===== config.mk =====
export PLATFORM = sky130hd
export DESIGN_NAME = mem_access_unit
export DESIGN_NICKNAME = d
export VERILOG_FILES = /design/src/rtl/mem_access_unit_pkg.sv /design/src/rtl/mem_access_unit_lane_align.sv /design/src/rtl/mem_access_unit.sv
export SDC_FILE = /design/constraint.sdc
export NUM_CORES = 1
export LEC_CHECK = 0
export ABC_AREA = 1
export CAP_MARGIN = 20
export CORE_UTILIZATION = 64
export CTS_CLUSTER_SIZE = 10
export DETAILED_ROUTE_END_ITERATION = 12
export DONT_BUFFER_PORTS = 1
export PLACE_DENSITY = 0.81
export SYNTH_ARGS = -nofsm -noshare
export SYNTH_HDL_FRONTEND = slang
export SYNTH_SLANG_ARGS = --single-unit

===== constraint.sdc =====
create_clock -name clk -period 2.25 [get_ports clk]
set_clock_uncertainty 0.1 [all_clocks]
set_input_delay 0.225 -clock clk [delete_from_list [all_inputs] [get_ports clk]]
set_output_delay 0.225 -clock clk [all_outputs]
set_load 0.005 [all_outputs]

===== src/rtl/mem_access_unit_pkg.sv =====
// Shared types for the memory stage: access width encoding, captured request, FSM states.
package mem_access_unit_pkg;
  localparam int MAU_ADDR_W    = 32;
  localparam int MAU_DATA_W    = 32;
  localparam int MAU_NUM_LANES = MAU_DATA_W / 8;

  typedef enum logic [1:0] {
    W_NONE = 2'b00,
    W_BYTE = 2'b01,
    W_HALF = 2'b10,
    W_WORD = 2'b11
  } mem_width_e;

  typedef struct packed {
    logic                  is_store;
    logic [MAU_ADDR_W-1:0] addr;
    logic [MAU_DATA_W-1:0] wdata;
    mem_width_e            width;
    logic                  is_unsigned;
  } mem_req_t;

  typedef enum logic [1:0] {S_IDLE, S_REQ, S_WAIT, S_RESP} mau_state_e;
endpackage


===== src/rtl/mem_access_unit_lane_align.sv =====
// Combinational byte-lane steering for stores, load extract/extend, and misalignment check.
module mem_access_unit_lane_align
  import mem_access_unit_pkg::*;
(
  input  logic [1:0]            i_addr_lo,
  input  logic [1:0]            i_width,
  input  logic                  i_unsigned,
  input  logic [MAU_DATA_W-1:0] i_wdata,
  input  logic [MAU_DATA_W-1:0] i_rdata,
  output logic [MAU_NUM_LANES-1:0] o_be,
  output logic [MAU_DATA_W-1:0] o_wdata,
  output logic [MAU_DATA_W-1:0] o_rdata,
  output logic                  o_misaligned
);
  mem_width_e  w_width;
  logic [7:0]  w_byte;
  logic [15:0] w_half;

  assign w_width = mem_width_e'(i_width);

  for (genvar l = 0; l < MAU_NUM_LANES; l++) begin : g_lane
    localparam logic [1:0] LANE = 2'(l);
    assign o_be[l] = (w_width == W_WORD)
                   | ((w_width == W_HALF) & (i_addr_lo[1] == LANE[1]))
                   | ((w_width == W_BYTE) & (i_addr_lo == LANE));
    // Sub-word stores replicate the datum so every enabled lane sees it.
    assign o_wdata[8*l +: 8] = (w_width == W_BYTE) ? i_wdata[7:0] :
                               (w_width == W_HALF) ? i_wdata[8*(l%2) +: 8] :
                                                     i_wdata[8*l +: 8];
  end

  assign w_byte = i_rdata[{i_addr_lo, 3'b000} +: 8];
  assign w_half = i_addr_lo[1] ? i_rdata[31:16] : i_rdata[15:0];

  always_comb begin
    o_rdata = '0;
    case (w_width)
      W_BYTE:  o_rdata = {{24{~i_unsigned & w_byte[7]}}, w_byte};
      W_HALF:  o_rdata = {{16{~i_unsigned & w_half[15]}}, w_half};
      W_WORD:  o_rdata = i_rdata;
      default: o_rdata = '0;
    endcase
  end

  assign o_misaligned = ((w_width == W_HALF) & i_addr_lo[0])
                      | ((w_width == W_WORD) & (|i_addr_lo));
endmodule


===== src/rtl/mem_access_unit.sv =====
// Memory stage: single-outstanding data bus master with flush kill and aligned load return.
module mem_access_unit
  import mem_access_unit_pkg::*;
#(
  parameter int ADDR_W = MAU_ADDR_W,
  parameter int DATA_W = MAU_DATA_W
) (
  input  logic              clk,
  input  logic              rst_n,
  input  logic              i_req_valid,
  output logic              o_req_ready,
  input  logic              i_req_is_store,
  input  logic [ADDR_W-1:0] i_req_addr,
  input  logic [DATA_W-1:0] i_req_wdata,
  input  logic [1:0]        i_req_width,
  input  logic              i_req_unsigned,
  input  logic              i_flush,
  output logic              o_dmem_req_valid,
  input  logic              i_dmem_req_ready,
  output logic              o_dmem_we,
  output logic [ADDR_W-1:0] o_dmem_addr,
  output logic [DATA_W-1:0] o_dmem_wdata,
  output logic [3:0]        o_dmem_be,
  input  logic              i_dmem_rsp_valid,
  input  logic [DATA_W-1:0] i_dmem_rdata,
  output logic              o_resp_valid,
  output logic [DATA_W-1:0] o_resp_data,
  output logic              o_resp_misaligned
);
  mau_state_e        r_state, w_next;
  mem_req_t          r_req;
  logic              r_kill, r_misal;
  logic [DATA_W-1:0] r_data;

  logic              w_accept, w_kill, w_resp_valid, w_misal;
  logic [1:0]        w_al_addr;
  mem_width_e        w_al_width;
  logic [3:0]        w_be;
  logic [DATA_W-1:0] w_wdata, w_ext;

  // Aligner looks at the incoming op while idle (misalign check) and the captured op otherwise.
  assign w_al_addr  = (r_state == S_IDLE) ? i_req_addr[1:0] : r_req.addr[1:0];
  assign w_al_width = (r_state == S_IDLE) ? mem_width_e'(i_req_width) : r_req.width;

  mem_access_unit_lane_align u_align (
    .i_addr_lo    (w_al_addr),
    .i_width      (w_al_width),
    .i_unsigned   (r_req.is_unsigned),
    .i_wdata      (r_req.wdata),
    .i_rdata      (i_dmem_rdata),
    .o_be         (w_be),
    .o_wdata      (w_wdata),
    .o_rdata      (w_ext),
    .o_misaligned (w_misal)
  );

  assign w_accept = (r_state == S_IDLE) & i_req_valid & ~i_flush;
  assign w_kill   = r_kill | i_flush;

  always_ff @(posedge clk or negedge rst_n) begin
    if (!rst_n) r_state <= S_IDLE;
    else        r_state <= w_next;
  end

  always_comb begin
    w_next           = r_state;
    o_req_ready      = 1'b0;
    o_dmem_req_valid = 1'b0;
    w_resp_valid     = 1'b0;
    case (r_state)
      S_IDLE: begin
        o_req_ready = 1'b1;
        if (w_accept)
          w_next = (w_al_width == W_NONE || w_misal) ? S_RESP : S_REQ;
      end
      S_REQ: begin
        o_dmem_req_valid = 1'b1;
        if (i_dmem_req_ready)
          w_next = !r_req.is_store ? S_WAIT : (w_kill ? S_IDLE : S_RESP);
      end
      S_WAIT: begin
        if (i_dmem_rsp_valid) w_next = w_kill ? S_IDLE : S_RESP;
      end
      S_RESP: begin
        w_resp_valid = ~i_flush;
        w_next       = S_IDLE;
      end
      default: w_next = S_IDLE;
    endcase
  end

  always_ff @(posedge clk or negedge rst_n) begin
    if (!rst_n) begin
      r_req   <= '0;
      r_kill  <= 1'b0;
      r_misal <= 1'b0;
      r_data  <= '0;
    end else if (w_accept) begin
      r_req   <= '{is_store: i_req_is_store, addr: i_req_addr, wdata: i_req_wdata,
                   width: mem_width_e'(i_req_width), is_unsigned: i_req_unsigned};
      r_kill  <= 1'b0;
      r_misal <= w_misal;
      r_data  <= '0;
    end else begin
      // A flushed op still finishes its bus transaction; the kill flag drops its result.
      if (i_flush && (r_state == S_REQ || r_state == S_WAIT)) r_kill <= 1'b1;
      if (r_state == S_WAIT && i_dmem_rsp_valid && !w_kill) r_data <= w_ext;
    end
  end

  assign o_dmem_we         = o_dmem_req_valid & r_req.is_store;
  assign o_dmem_addr       = o_dmem_req_valid ? {r_req.addr[ADDR_W-1:2], 2'b00} : '0;
  assign o_dmem_wdata      = o_dmem_req_valid ? w_wdata : '0;
  assign o_dmem_be         = o_dmem_req_valid ? w_be : '0;
  assign o_resp_valid      = w_resp_valid;
  assign o_resp_data       = w_resp_valid ? r_data : '0;
  assign o_resp_misaligned = w_resp_valid & r_misal;
endmodule


### Word level (Yosys, flattened, before mapping)

Cells that the tools add are included.
W data, S select, Z words.

* register bits: 104
* input bits: 106
* output and inout port bits: 105
* logic and storage cells: 87

* equality and inequality tests: 12
* shift-type cells: 1
* multiplexer cells: 27
* bitwise gates (word level): 25
* reduce and logical (&&, ||, !) cells: 13

Operators by type and width (number)
* $mux W32: 5
* $pmux W32 S3: 1
* $mux W8: 5
* $shiftx A32 B6 Y8: 1
* $mux W16: 1
* $mux W2: 8
* $and A1 B1 Y1: 14
* $eq A2 B2 Y1 const B: 6
* $or A1 B1 Y1: 8
* $pmux W2 S4: 1
* $eq A2 B1 Y1 const B: 3
* $logic_not A2 Y1: 3
* $ne A2 B2 Y1 const B: 3
* $mux W1: 5
* $mux W4: 1
* $reduce_bool A2 Y1: 2
* $logic_and A1 B1 Y1: 3
* $not A1 Y1: 3
* $reduce_and A3 Y1: 1
* $logic_or A1 B1 Y1: 2
* $reduce_or A2 Y1: 1
* $logic_not A1 Y1: 1

### Depth between registers and ports, before layout

Gate-level depths: netlist (run 1).

* depth after elaboration: 9
* depth in mapped cells: 13
* gate-level depth less buffers: 12

### Modules after synthesis

From an unflattened synthesis (run 1), not the netlist that was laid out.

* cells, all modules: 1020
* area total of the unflattened synthesis: 6453.7 µm²

Modules (own cells, without submodules)
* mem_access_unit: instances 1, cells each 698, area an instance 5011.1 µm², seq. area each 2602.5 µm²
* mem_access_unit_lane_align: instances 1, cells each 322, area an instance 1442.6 µm², seq. area each 0.0 µm²

### Worst setup path before layout (run 1)

OpenSTA, ideal clock, no wires.

* path kind: reg-to-output
* start: reg r_state[0]
* end: out o_dmem_wdata[29]
* arrival time: 1.717 ns
* required time: 1.925 ns
* path slack: 0.208 ns
* cell stages (with the launch flop): 12
* buffers on the path: 2
* cell sequence: dfrtp_1 > inv_1 > ha_1 > buf_4 > o21ai_2 > nor2_2 > inv_2 > nand2_2 > inv_2 > buf_6 > nand2_1 > a31oi_1

* word-level cells in the longest chain between the ends: 6
* elaborated cells on any way between the ends: 9
* classes of those cells: eq/ne: 3; mux: 5; reduce/logical: 1

RTL lines
* start: declaration: RTL line mem_access_unit.sv:30 `mau_state_e r_state, w_next;`
* start signal: assignment: RTL line mem_access_unit.sv:62 `else r_state <= w_next;`
* $logic_not A2 Y1: RTL line mem_access_unit.sv:43 `assign w_al_width = (r_state == S_IDLE) ? mem_width_e'(i_req_width) : r_req.width;`
* $mux W2: RTL line mem_access_unit.sv:43
* $eq A2 B2 Y1: RTL line mem_access_unit_lane_align.sv:28 `(w_width == W_HALF) ? i_wdata[8*(l%2) +: 8] :`
* $mux W8: RTL line mem_access_unit_lane_align.sv:28
* $mux W8: RTL line mem_access_unit_lane_align.sv:27 `assign o_wdata[8*l +: 8] = (w_width == W_BYTE) ? i_wdata[7:0] :`
* $mux W32 *: RTL line mem_access_unit.sv:113 `assign o_dmem_wdata = o_dmem_req_valid ? w_wdata : '0;`
* end: declaration: RTL line mem_access_unit.sv:22 `output logic [DATA_W-1:0] o_dmem_wdata,`

Mark *: on every way between the ends. The rest lies on a longest branch, timed or not.

### Worst setup path after layout (run 1)

* start: reg r_state[1]
* end: out o_dmem_wdata[17]

The elaborated chain is that of the path after synthesis.

==> impl_metrics.py, run 1 <==
metrics = {
    "detailed_routing": {
        "ant_nets": 0,
        "vias": 6861,
        "drc_errors": 0,
        "wl_per_cell_um": 18.3,
        "routed_wirelength_mm": 21.5,
        "drtIter0Drc": 575,
        "viasPerCell": 5.85,
        "first_pass_iters": 6,
    },
    "final_layout": {
        "antenna_cells": 0,
        "drive_gt1_share_pct": 10.6,
        "nets": 1148,
        "synthToLayoutAreaGrowth_pct": 22.5,
    },
    "die": {
        "initial_core_util_pct": 66.7,
        "io_pins": 211,
        "die-area_um2": 10100,
        "fp.coreArea_um2": 9330,
        "die_height_um": 101,
        "rows": 35,
        "die_x_um": 101,
    },
    "sta": {
        "fmax_ghz": 0.425,
        "period_needed_ns": 2.36,
        "holdWs_ns": -0.588,
        "setup_slack_ns": -0.105,
        "final_max_slew_viol_count": 0,
        "rsz0062_at_grt": "true",
        "min_period_over_period_pct": 105,
        "setup_violations": 20,
        "slew_headroom_pct": 66.4,
        "worst_slew_pin_slew_ns": 0.499,
        "final_hold_viol_count": 104,
    },
    "placement": {
        "place_ws_ns": 0.0448,
        "port_buffers": 0,
        "dp_hpwl_mm": 11.8,
        "place.gp.congestion": 0.920,
    },
    "logic_synthesis": {
        "ys_ff_latch": 104,
        "synth_warnings": 0,
        "synth_edf_count": 0,
        "yosysTopAreaCellShare_pct": 41.8,
        "yosys.cell_count.top_type": "nand2_1",
        "netlist_area_um2": 6230,
        "synthFlopType": "dfrtp_1",
        "synth_area_per_cell_um2": 6.37,
        "synth_common_cells": "nand2_1, nor2_1, inv_1, dfrtp_1, o21ai_0",
        "yosys-top-cells-area": "dfrtp_1, nand2_1, nor2_1",
        "postSynth.asyncResetShare_pct": 100,
        "yosys.cell_types.count": 30,
        "ys_seq_area_share_pct": 41.8,
        "synth_largest_area_cell": "dfrtp_1",
        "synthCells": 978,
    },
    "global_routing": {
        "overflow": 0,
        "grt_pass1_wl_mm": 32.0,
        "antenna_found_initial": 0,
        "first_global_vias": 6568,
        "gr-usage-all-layers_pct": 41.1,
        "grt_use_met2_pct": 71.2,
        "grt_max_degree": 105,
        "grt_util_met1_pct": 47.3,
        "grt_use_met3_pct": 8.95,
        "top_usage_layer": "met2",
    },
    "clocking": {
        "cts-root-buf": "clkbuf_8",
        "path_clk_slew_ns": 0.14,
        "cts_inserted_buffers": 9,
        "postCtsHoldBufs": 68,
        "htreeDepth": 3,
        "clock_path_buffers": 2,
        "clk_latency_ns": 0.39,
        "tritoncts": "done",
        "clock-sinks": 104,
    },
    "run_status": {
        "violations": "hold timing, setup timing",
        "status": "complete, but fails checks",
    },
    "power": {
        "power_w": 0.0106,
        "p_leak_nw": 4.18,
        "p_per_area_nw_per_um2": 1390,
        "ir_worst_vdd_mv": 0.794,
    },
    "worst_setup_path": {
        "required_ns": 1.92,
        "path_class": "reg2out",
        "cp.arrival_ns": 2.03,
        "worstSetupStartpointType": "flip-flop",
        "critPathCaptureType": "primary output",
        "cp_max_fo": 8,
    },
    "worst_hold_path": {
        "hp-class": "in2async",
    },
    "job": {
        "drv_cap": 0,
    },
}
## per-layer routing
layer	wire length (um)	vias to the layer above	share of wire [%]
li1	-	3032	-
met5	0	-	0
met3	2180	145	10
met4	1390	0	6.5
met2	10600	540	49
met1	7350	3144	34
## sequential cells by signal, summed over array words and instances, names as in the netlist
signal,cells
r_data,32
r_kill,1
r_misal,1
r_req,68
r_state,2
## metrics by stage
step	util [%]	hold WS [ns]	cells	instance area, um^2	TNS (ns)
after detailed placement	68.6	-0.168	1080	6400	0
after global placement	68.6	-0.168	1080	6400	0
final	81.8	-0.588	1172	7630	-1.26
after CTS	80.1	-0.596	1169	7470	-0.190
after floorplan	-	-0.171	979	6230	0
after global routing	81.8	-0.602	1172	7630	-2.95
## cells by family (layout without fill, tap and decap cells)
family | Yosys count | in the layout | synth area share, %
AND/OR/NAND/NOR | 618 | 618 | 38.6
flip-flops | 104 | 104 | 41.8
buffers and inverters | 169 | 233 | 11.4
AO/OA/AOI/OAI | 82 | 82 | 7.36
adder cells (fa/ha/maj) | 4 | 4 | 0.804
other | 1 | 2 | 0.0602
## worst max-delay path: stages, from the launching register on
cell,delay [ns]
dfrtp_1,0.40
inv_2,0.06
ha_4,0.17
buf_6,0.13
o21ai_4,0.21
nand2_2,0.13
nand2_4,0.14
buf_12,0.16
o21ai_2,0.06
nor2_2,0.18
## path summary, 6_finish.rpt
| path | start | depth (start not counted) | slack, ns | end |
|---|---|---|---|---|
| max in group asynchronous | rst_n | 0 | 2.40 | r_data[0]$_DFFE_PN0P_ |
| min | rst_n | 0 | -0.59 | r_data[5]$_DFFE_PN0P_ |
| max | r_state[1]$_DFFE_PN0P_ | 9 | -0.11 | o_dmem_wdata[17] |
| min in group clk | i_req_width[0] | 2 | 0.05 | r_req[1]$_DFFE_PN0N_ |
| min reg2reg | r_data[27]$_DFFE_PN0P_ | 2 | 0.39 | r_data[27]$_DFFE_PN0P_ |
| max reg2reg | r_state[1]$_DFFE_PN0P_ | 9 | 0.12 | r_state[0]$_DFFE_PN0P_ |
## where the power goes
| part | switching [W] | total [W] | internal [W] |
|---|---|---|---|
| combinational | 0.00395 | 0.00606 | 0.00211 |
| clock | 0.000812 | 0.00127 | 0.000459 |
| sequential | 0.000650 | 0.00327 | 0.00262 |
| total | 0.00541 | 0.0106 | 0.00519 |
## layout make-up
class / count / area, um^2
fillers: 592 / 1700
multi-input cells: 706 / 3170
clock inverters: 7 / 91.3
clock buffers: 9 / 124
well taps: 129 / 161
inverters: 117 / 448
flip-flops and latches: 104 / 2600
repair buffers: 100 / 1030
## timing repair
| item | 4_1_cts | 5_1_grt |
|---|---|---|
| endpoints found under the setup margin | 28 | 28 |
| gates cloned | 1 | 0 |
| pin swaps | 9 | 17 |
| hold endpoints to repair | 172 | 104 |
| resized for setup | 37 | 42 |
| buffers inserted | 4 | 4 |
## placed cells by master, fill, tap and decap left out, drive strengths merged
master / netlist / layout
o21ai: 50 / 50
o21a: 7 / 7
dlygate4sd3: 0 / 68
clkbuf: 19 / 9
buf: 33 / 32
nand3: 22 / 22
nor2: 118 / 118
a31oi: 11 / 11
dfrtp: 104 / 104
nor3: 3 / 3
clkinv: 1 / 4
ha: 4 / 4
o22ai: 2 / 2
nand2: 474 / 474
conb: 1 / 2
nand4: 1 / 1
inv: 116 / 120
a21oi: 12 / 12
Note: power is estimated with default switching activity, not from simulation.
==> run 2: changes to the inputs <==
Settings changed: CORE_ASPECT_RATIO set to 1.75.
Clock period 2.25 ns to 2.48 ns, I/O delays scaled along.
==> impl_metrics.py, run 2 (synthesis results as in run 1) <==
metrics = {
    "final_layout": {
        "synthToLayoutAreaGrowth_pct": 19.4,
        "mostFrequentLayoutCells": "nand2_1, nor2_1, inv_1",
        "final_common_cell": "nand2_1",
        "nets": 1137,
        "final_core_util_pct": 78.5,
        "drive_gt1_share_pct": 6.98,
        "top_regs": "r_req x68, r_data x32, r_state x2",
        "largest-register": "r_req",
        "antenna_cells": 0,
        "largest_reg_flops": 68,
    },
    "clocking": {
        "clock-sinks": 104,
        "tritoncts": "done",
        "path_clk_slew_ns": 0.08,
        "cts-root-buf": "clkbuf_16",
        "htreeDepth": 3,
        "cts_inserted_buffers": 9,
        "postCtsHoldBufs": 67,
        "clock_path_buffers": 2,
        "clk_latency_ns": 0.35,
    },
    "power": {
        "p_leak_nw": 4.14,
        "p_per_area_nw_per_um2": 1240,
        "power_w": 0.00919,
        "ir_worst_vdd_mv": 0.924,
    },
    "detailed_routing": {
        "vias": 6409,
        "drtIter0Drc": 490,
        "routed_wirelength_mm": 19.0,
        "ant_nets": 0,
        "viasPerCell": 5.55,
        "first_pass_iters": 5,
        "wl_per_cell_um": 16.5,
        "drc_errors": 0,
    },
    "placement": {
        "place.gp.congestion": 0.902,
        "port_buffers": 0,
        "dp_hpwl_mm": 11.5,
    },
    "die": {
        "fp.coreArea_um2": 9470,
        "rows": 47,
        "die-area_um2": 10100,
        "die_x_um": 76.6,
        "io_pins": 211,
        "die_height_um": 132,
        "initial_core_util_pct": 65.8,
    },
    "sta": {
        "period_needed_ns": 2.43,
        "final_hold_viol_count": 104,
        "tns_ns": 0,
        "final_max_slew_viol_count": 0,
        "setup_violations": 0,
        "worst_slew_pin_slew_ns": 0.816,
        "min_period_over_period_pct": 97.9,
        "holdWs_ns": -0.514,
        "slew_headroom_pct": 45.5,
        "fmax_ghz": 0.412,
    },
    "global_routing": {
        "overflow": 0,
        "antenna_found_initial": 0,
        "grt_pass1_wl_mm": 29.9,
        "grt_max_degree": 105,
        "first_global_vias": 6274,
        "gr-usage-all-layers_pct": 37.7,
    },
    "run_status": {
        "status": "complete, but fails checks",
        "violations": "hold timing",
    },
    "worst_setup_path": {
        "path_class": "reg2out",
        "rr_startpoint": "r_state[1]$_DFFE_PN0P_",
        "worstSetupStartpointType": "flip-flop",
        "crit_chain": "inv_2 -> ha_4 -> inv_4 -> nand2_1 -> nand2_2 -> nor2_4 -> inv_4 -> nand2_8 -> inv_8 -> nand2_1 -> a31oi_1",
        "critPathCaptureType": "primary output",
        "startpoint": "r_state[0]$_DFFE_PN0P_",
        "cp_slowest_cell": "dfrtp_1",
        "r2r_cells": 12,
        "max_stage_delay_ns": 0.40,
        "r2r_end": "r_data[9]$_DFFE_PN0P_",
        "r2r_slack_ns": 0.31,
        "cp-endpoint": "o_dmem_wdata[30]",
        "required_ns": 2.13,
        "cp_max_fo": 16,
        "cp.arrival_ns": 2.08,
    },
    "job": {
        "drv_cap": 0,
    },
    "worst_hold_path": {
        "hp-class": "in2async",
    },
}
run 2: changes by cell type in the layout (fill, tap and decap cells not counted), moves of 5 or more:
cell	change
nor2_1	+7
clkbuf_8	-8
nand2_4	-5
nand2_2	-5
clkbuf_16	+9
o21ai_0	+7
buf_12	-5
nor2_2	-5
a21oi_2	-6
a21oi_1	+6
nand2_1	+8
run 2: what timing repair did:
item,CTS,global route
buffers inserted,0,3
gates resized for setup,15,13
cloned,1,0
endpoints found under the hold margin,171,104
pin swaps,1,3
endpoints found under the setup margin,28,28
run 2: final cells by class:
| type | instances | area (um^2) |
|---|---|---|
| multi-input combinational | 706 | 3030 |
| sequential | 104 | 2600 |
| fill | 686 | 2030 |
| timing repair buffer | 89 | 865 |
| inverter | 117 | 453 |
| clock buffer | 10 | 239 |
| tap | 122 | 153 |
| clock inverter | 6 | 97.6 |
run 2: worst min path at each step:
stage               startpoint                     end  slack (ns)
floorplan                rst_n   r_data[0]$_DFFE_PN0P_       -0.15
global placement         rst_n  r_data[12]$_DFFE_PN0P_       -0.15
detailed placement       rst_n  r_data[13]$_DFFE_PN0P_       -0.14
global route             rst_n  r_data[12]$_DFFE_PN0P_       -0.52
CTS                      rst_n   r_data[5]$_DFFE_PN0P_       -0.52
finish                   rst_n    r_req[7]$_DFFE_PN0N_       -0.51
run 2: per-stage QoR:
| stage | setup slack, ns | cell area, um^2 | hold WS, ns | std cells |
|---|---|---|---|---|
| 6_report | 0.0519 | 7440 | -0.514 | 1154 |
| 3_5_place_dp | 0.0426 | 6290 | -0.145 | 1067 |
| 2_1_floorplan | 0.415 | 6230 | -0.148 | 979 |
| 3_3_place_gp | 0.123 | 6290 | -0.145 | 1067 |
| 5_1_grt | -0.0500 | 7440 | -0.522 | 1154 |
| 4_1_cts | 0.00432 | 7360 | -0.522 | 1151 |
run 2: report_power, final:
part	total (W)	switching (W)	internal [W]
Combinational	0.00469	0.00317	0.00152
Sequential	0.00290	0.000516	0.00239
Clock	0.00160	0.000673	0.000928
Total	0.00919	0.00436	0.00483
run 2: routing by layer:
metal	up-vias	wire length (um)	GRT usage, %
met5	-	0	0
met4	0	1070	25.2
met3	79	1470	7.24
met2	339	9910	67.1
met1	2988	6540	40.0
li1	3003	-	-
run 2: worst max-delay path, delay by kind of cell, from the launching register on:
kind | cells | cell delay (ns)
simple gates | 5 | 0.44
compound gates | 1 | 0.25
buf+inv | 4 | 0.43
fa+ha+maj | 1 | 0.20
flops | 1 | 0.40
